`src/rtl/alu_issue_stage.sv`:
```
// alu_issue_stage
//   Single-entry ALU issue stage with a valid/ready request side and a
//   valid/ready result side. ADD, SUB and the three shifts finish in one
//   cycle. MUL is an iterative shift-add that takes one multiplier bit per
//   cycle, LSB first. The result, flag and error are held in DONE until the
//   consumer takes them. A new request can be accepted on the same edge that
//   hands off the previous result.
//
//   Build option: define ALU_ISSUE_STAGE_MUL_EN to include the multiplier
//   and the MUL_RUN state. When it is undefined, op 101 is reported as an
//   illegal op and busy is tied low.
//
//   Parameters
//     WIDTH      operand width, at least 2
//   Ports
//     clk        clock; all state changes on its rising edge
//     rst_n      asynchronous active-low reset
//     in_valid   request present
//     in_ready   stage can take a request this cycle
//     op         000 ADD, 001 SUB, 010 SHL, 011 SHR, 100 SAR, 101 MUL
//     in1, in2   operands; unsigned, except in1 is signed for SAR
//     out_valid  result is held and valid
//     out_ready  consumer takes the result
//     result     registered result, 2*WIDTH bits
//     flag       registered status bit for the op
//     error      registered illegal-op indicator
//     busy       high while a MUL is iterating
module alu_issue_stage #(
  parameter int WIDTH = 4
) (
  input  logic               clk,
  input  logic               rst_n,
  input  logic               in_valid,
  output logic               in_ready,
  input  logic [2:0]         op,
  input  logic [WIDTH-1:0]   in1,
  input  logic [WIDTH-1:0]   in2,
  output logic               out_valid,
  input  logic               out_ready,
  output logic [2*WIDTH-1:0] result,
  output logic               flag,
  output logic               error,
  output logic               busy
);

  if (WIDTH < 2) begin : g_width_check
    $error("alu_issue_stage: WIDTH must be at least 2");
  end

  localparam logic [1:0] IDLE = 2'd0;
  localparam logic [1:0] DONE = 2'd2;

  localparam logic [2:0] OP_ADD = 3'b000;
  localparam logic [2:0] OP_SUB = 3'b001;
  localparam logic [2:0] OP_SHL = 3'b010;
  localparam logic [2:0] OP_SHR = 3'b011;
  localparam logic [2:0] OP_SAR = 3'b100;

  // A shift amount of WIDTH or more gets clamped to WIDTH, which shifts
  // every operand bit out.
  localparam logic [WIDTH-1:0] SHAMT_MAX = WIDTH'(WIDTH);

`ifdef ALU_ISSUE_STAGE_MUL_EN
  localparam logic [1:0]       MUL_RUN  = 2'd1;
  localparam logic [2:0]       OP_MUL   = 3'b101;
  localparam int               CNT_W    = (WIDTH > 1) ? $clog2(WIDTH) : 1;
  localparam logic [CNT_W-1:0] CNT_LAST = CNT_W'(WIDTH - 1);
`endif

  logic [1:0]         state_q, state_d;
  logic [2*WIDTH-1:0] result_q, result_d;
  logic               flag_q, flag_d;
  logic               error_q, error_d;

  logic               accept;
  logic [WIDTH:0]     addSum;
  logic [WIDTH-1:0]   shiftAmt;
  logic [2*WIDTH-1:0] shlWide, shrWide, sarWide;
  logic [2*WIDTH-1:0] fastResult;
  logic               fastFlag, fastError;

  // In IDLE we can always take a request. In DONE we can take one only when
  // the held result leaves on the same edge.
  always_comb begin
    in_ready = 1'b0;
    case (state_q)
      IDLE:    in_ready = 1'b1;
      DONE:    in_ready = out_ready;
      default: in_ready = 1'b0;
    endcase
  end

  assign accept = in_valid & in_ready;

  // The right shifts work on {in1, zeros}. The upper half holds the shifted
  // value, and the lower half collects the bits that fell off, so the flag
  // is the OR of the lower half.
  assign addSum   = {1'b0, in1} + {1'b0, in2};
  assign shiftAmt = (in2 >= SHAMT_MAX) ? SHAMT_MAX : in2;
  assign shlWide  = {{WIDTH{1'b0}}, in1} << shiftAmt;
  assign shrWide  = {in1, {WIDTH{1'b0}}} >> shiftAmt;
  assign sarWide  = $signed({in1, {WIDTH{1'b0}}}) >>> shiftAmt;

  // Single-cycle result for every op except MUL. Any op not listed is
  // illegal. Without the multiplier, that includes 101.
  always_comb begin
    fastResult = '0;
    fastFlag   = 1'b0;
    fastError  = 1'b0;
    case (op)
      OP_ADD: begin
        fastResult = {{(WIDTH-1){1'b0}}, addSum};
        fastFlag   = addSum[WIDTH];
      end
      OP_SUB: begin
        fastResult = {{WIDTH{1'b0}}, in1 - in2};
        fastFlag   = (in1 < in2);
      end
      OP_SHL: begin
        fastResult = shlWide;
        fastFlag   = |shlWide[2*WIDTH-1:WIDTH];
      end
      OP_SHR: begin
        fastResult = {{WIDTH{1'b0}}, shrWide[2*WIDTH-1:WIDTH]};
        fastFlag   = |shrWide[WIDTH-1:0];
      end
      OP_SAR: begin
        fastResult = {{WIDTH{1'b0}}, sarWide[2*WIDTH-1:WIDTH]};
        fastFlag   = |sarWide[WIDTH-1:0];
      end
      default: fastError = 1'b1;
    endcase
  end

`ifdef ALU_ISSUE_STAGE_MUL_EN
  logic [2*WIDTH-1:0] mcand_q, mcand_d;
  logic [2*WIDTH-1:0] acc_q, acc_d;
  logic [WIDTH-1:0]   mplier_q, mplier_d;
  logic [CNT_W-1:0]   mulCnt_q, mulCnt_d;
  logic [2*WIDTH-1:0] accSum;

  // One shift-add step: add the shifted multiplicand when the current
  // multiplier bit is set.
  assign accSum = acc_q + (mplier_q[0] ? mcand_q : '0);
  assign busy   = (state_q == MUL_RUN);
`else
  assign busy   = 1'b0;
`endif

  // Next-state logic. A result handshake normally returns the stage to
  // IDLE. A same-edge accept overrides that so there is no bubble.
  always_comb begin
    state_d  = state_q;
    result_d = result_q;
    flag_d   = flag_q;
    error_d  = error_q;
`ifdef ALU_ISSUE_STAGE_MUL_EN
    mcand_d  = mcand_q;
    acc_d    = acc_q;
    mplier_d = mplier_q;
    mulCnt_d = mulCnt_q;

    if (state_q == MUL_RUN) begin
      acc_d    = accSum;
      mcand_d  = mcand_q << 1;
      mplier_d = mplier_q >> 1;
      mulCnt_d = mulCnt_q + 1'b1;
      // The last step writes the output registers directly. This puts
      // out_valid WIDTH+1 cycles after the accept.
      if (mulCnt_q == CNT_LAST) begin
        state_d  = DONE;
        result_d = accSum;
        flag_d   = |accSum[2*WIDTH-1:WIDTH];
        error_d  = 1'b0;
      end
    end
`endif

    if ((state_q == DONE) && out_ready) begin
      state_d = IDLE;
    end

    if (accept) begin
`ifdef ALU_ISSUE_STAGE_MUL_EN
      if (op == OP_MUL) begin
        state_d  = MUL_RUN;
        mcand_d  = {{WIDTH{1'b0}}, in1};
        mplier_d = in2;
        acc_d    = '0;
        mulCnt_d = '0;
      end else
`endif
      begin
        state_d  = DONE;
        result_d = fastResult;
        flag_d   = fastFlag;
        error_d  = fastError;
      end
    end
  end

  // State and output registers. Reset clears everything at once, so a
  // partly finished operation is dropped.
  always_ff @(posedge clk or negedge rst_n) begin
    if (!rst_n) begin
      state_q  <= IDLE;
      result_q <= '0;
      flag_q   <= 1'b0;
      error_q  <= 1'b0;
`ifdef ALU_ISSUE_STAGE_MUL_EN
      mcand_q  <= '0;
      acc_q    <= '0;
      mplier_q <= '0;
      mulCnt_q <= '0;
`endif
    end else begin
      state_q  <= state_d;
      result_q <= result_d;
      flag_q   <= flag_d;
      error_q  <= error_d;
`ifdef ALU_ISSUE_STAGE_MUL_EN
      mcand_q  <= mcand_d;
      acc_q    <= acc_d;
      mplier_q <= mplier_d;
      mulCnt_q <= mulCnt_d;
`endif
    end
  end

  assign out_valid = (state_q == DONE);
  assign result    = result_q;
  assign flag      = flag_q;
  assign error     = error_q;

endmodule

```
`config.mk`:
```
export PLATFORM = sky130hd
export DESIGN_NAME = alu_issue_stage
export DESIGN_NICKNAME = d
export VERILOG_FILES = /design/src/rtl/alu_issue_stage.sv
export SDC_FILE = /design/constraint.sdc
export NUM_CORES = 1
export LEC_CHECK = 0
export BUFFER_PORTS_ARGS = -buffer_cell sky130_fd_sc_hd__buf_2
export CAP_MARGIN = 20
export CORE_MARGIN = 1.5
export CORE_UTILIZATION = 40
export CTS_CLUSTER_SIZE = 30
export DETAILED_ROUTE_END_ITERATION = 6
export PLACE_DENSITY_LB_ADDON = 0.12
export SLEW_MARGIN = 20
export SYNTH_ARGS = -nofsm -noshare
export SYNTH_HDL_FRONTEND = slang
export SYNTH_SLANG_ARGS = --single-unit
export TNS_END_PERCENT = 100
```
`constraint.sdc`:
```
create_clock -name clk -period 4.2 [get_ports clk]
set_clock_uncertainty 0.15 [all_clocks]
set_input_delay 0.63 -clock clk [delete_from_list [all_inputs] [get_ports clk]]
set_output_delay 0.63 -clock clk [all_outputs]
set_load 0.01 [all_outputs]
```
==> results.sh <==
export IMPL_library_cell_with_the_largest_summed_area_after_synthesis="sky130_fd_sc_hd__dfrtp_1"
export IMPL_grt_pass1_vias=1097
export IMPL_core_area_um2=2830
export IMPL_worstSetupEndpointType="flop"
export IMPL_io_buffer_count=26
export IMPL_finalWeightedCongestion=0.889
export IMPL_synth_commonest_cells="sky130_fd_sc_hd__o21ai_0 (14), sky130_fd_sc_hd__nand2_1 (12), sky130_fd_sc_hd__a21oi_1 (11), sky130_fd_sc_hd__dfrtp_1 (11)"
export IMPL_antenna_left=0
export IMPL_vdd_ir_drop_max_mv=0.0725
export IMPL_via_count_normalized_by_instance_count=5.83
export IMPL_power_leakage_nw=0.639
export IMPL_detailroute_via_count=1178
export IMPL_worst_hold_slack_ps=62.7
export IMPL_critPathSlowestCell="sky130_fd_sc_hd__fa_1"
export IMPL_synth_seq_area_share_pct=22.4
export IMPL_netlist_cell_types=48
export IMPL_synth_ff_latch_count=11
export IMPL_finalWorstPathRequiredPeriod_ps=2270
export IMPL_setup_viol_count_final=0
export IMPL_die_area_um2=3410
export IMPL_clkSlewWorstSetupHoldPaths_ps=70
export IMPL_syn2layout_area_growth_pct=9.79
export IMPL_first_pass_grt_wire_length_mm=5.16
export IMPL_yosys_area_top_type_share_pct=22.4
export IMPL_synth_area_top_cells="sky130_fd_sc_hd__dfrtp_1 (22%), sky130_fd_sc_hd__ha_1 (8.2%), sky130_fd_sc_hd__o21ai_0 (5.7%), sky130_fd_sc_hd__a21oi_1 (4.5%), sky130_fd_sc_hd__mux2i_1 (4.1%)"
export IMPL_final_seq_area_um2=275
export IMPL_layout_cell_area_non_filler_um2=1350
export IMPL_cts_bufs_inserted=3
export IMPL_multi_input_comb_area_um2=840
export IMPL_cp_arrival_ps=2270
export IMPL_rsz0062_at_grt="no"
export IMPL_maximum_number_of_pins_on_one_net_before_global_route_repair=21
export IMPL_placement_rows=19
export IMPL_status="finished clean"
export IMPL_cp_cell_sequence="buf_2, ha_1, fa_1, nand2b_1, a21oi_1, o21ai_0, o21ai_0, or3_1"
export IMPL_postCtsSetupBuffers=0
export IMPL_synth_async_reset_ratio_pct=100
export IMPL_initial_antenna_violation_count=0
export IMPL_min_path_type="in2async"
export IMPL_maxSlewHeadroom_pct=55.8
export IMPL_cts_buffer_depth=2
export IMPL_fmax_mhz=440
export IMPL_routed_wire_length_per_instance_um=15.4
export IMPL_clock_latency_ps=270
export IMPL_critical_path_top_cell_by_count="sky130_fd_sc_hd__o21ai_0"
export IMPL_ios=28
export IMPL_synth_main_ff_cell="sky130_fd_sc_hd__dfrtp_1"
export IMPL_initial_utilization_pct=43.4
export IMPL_crit_path_max_fanout=17
export IMPL_place_hpwl_mm=2.43
export IMPL_worst_endpoint_required_ps=4200
export IMPL_routed_wl_mm=3.11
export IMPL_yosys_warnings=0
export IMPL_period_share_pct=54.1
export IMPL_cts_htree_levels=1
export IMPL_critical_path_max_stage_delay_ps=380
export IMPL_clock_tree_from_tritoncts="done"
export IMPL_final_max_slew_viol_count=0
export IMPL_cts_sinks=11
export IMPL_hold_viol=0
export IMPL_path_class="in2reg"
export IMPL_maxCapViolCount=0
export IMPL_globalRouteOverflowTotal=0
export IMPL_power_per_cell_area_nw_per_um2=228
export IMPL_cts_hold_fix_buffers=0
export IMPL_clk_root_buffer_cell="sky130_fd_sc_hd__clkbuf_4"
export IMPL_drt_first_pass_iters=4
export IMPL_final_fill_count=295
export IMPL_cts_resized=0
export IMPL_die_x_um=58.4
export IMPL_startpoint_type="primary input"
export IMPL_drt_iter0_markers=64
export IMPL_final_layout_size_suffix_gt1_share_pct=21.1
export IMPL_syn_nets=176
export IMPL_fp_dieH_um=58.4
export IMPL_fin_nets=197
export IMPL_syn_area_um2=1230
export IMPL_setup_total_negative_slack_ps=0
export IMPL_route_detailed_drc=0
export IMPL_synth_most_common_cell="sky130_fd_sc_hd__o21ai_0"
export IMPL_synth_edff_count=0
export IMPL_all_layer_global_routing_usage_pct=19.1
export IMPL_num_antenna_cells=0
export IMPL_postPlaceCellArea_um2=1320
export IMPL_max_slew_worst_pin_slew_ps=661
export IMPL_post_synth_cell_area_avg_um2=8.13
export IMPL_synth_cells=151
export IMPL_worst_r2r_cell_count=5
## routing by layer
metal / part of all wire [%] / track usage, % / vias to the layer above
met1: 48 / 26.2 / 548
met3: 4.2 / 1.32 / 4
met5: 0 / 0 / -
li1: - / - / 591
met4: 1.2 / 6.98 / 0
met2: 47 / 31.6 / 35
## per-stage QoR
step	instances	power, mW	setup slack, ps	util [%]
floorplan	151	0.199	2010	-
global placement	198	0.235	1680	46.7
detailed placement	198	0.237	1640	46.7
CTS	202	0.310	1930	47.6
global route	202	0.330	1800	47.6
finish	202	0.307	1930	47.6
## sequential cells by signal, summed over array words and instances, names as in the netlist
| signal | count |
|---|---|
| result | 8 |
| error | 1 |
| flag | 1 |
| state_q | 1 |
## logic make-up after synthesis
| group | after synthesis | share of synthesized area, % |
|---|---|---|
| simple gates | 52 | 23.0 |
| xor+xnor | 2 | 1.43 |
| mux | 7 | 7.14 |
| other cells | 1 | 0.306 |
| compound gates | 48 | 25.1 |
| fa+ha+maj | 10 | 11.4 |
| buf+inv | 20 | 9.17 |
| flops | 11 | 22.4 |
## final cells by class
cell class,count,share of cell area (%)
repair buffers,26,9.66
well taps,31,2.88
multi-input cells,120,62.3
clock buffers,4,1.95
flip-flops and latches,11,20.4
inverters,10,2.79
## worst paths after layout
kind,slack (ps),start,end
max,1930,in2[0],flag
min,60,rst_n,state_q[1]
max reg2reg,2440,state_q[1],flag
min reg2reg,320,result[0],result[0]
max in group asynchronous,3640,rst_n,result[0]
min in group clk,320,result[0],result[0]
## where the power goes
group	internal [mW]	switching [mW]
Sequential	0.116	0.00474
Combinational	0.0462	0.0688
Clock	0.0368	0.0352
Total	0.199	0.109
## layout by cell type (no fill, tap or decap), drive strengths merged, types with 2 or more instances in the layout
cell / count
and3: 3
or2: 2
inv: 10
dfrtp: 11
fa: 2
mux2i: 5
nor3: 4
nor2: 10
buf: 26
or3: 2
nor4: 2
clkbuf: 4
a21oi: 11
nand2: 12
o211ai: 5
a211oi: 3
nor3b: 3
xnor2: 2
o22ai: 2
nor2b: 2
o21ai: 14
ha: 8
a22oi: 3
o31ai: 2
nand2b: 3
nand4: 2
## worst max-delay path: cells and delay by family
kind | cells | cell delay (ps)
AO/OA/AOI/OAI | 3 | 360
adder cells (fa/ha/maj) | 2 | 620
buffers and inverters | 1 | 190
AND/OR/NAND/NOR | 2 | 460
No activity file was read; power rests on OpenSTA's default activity.
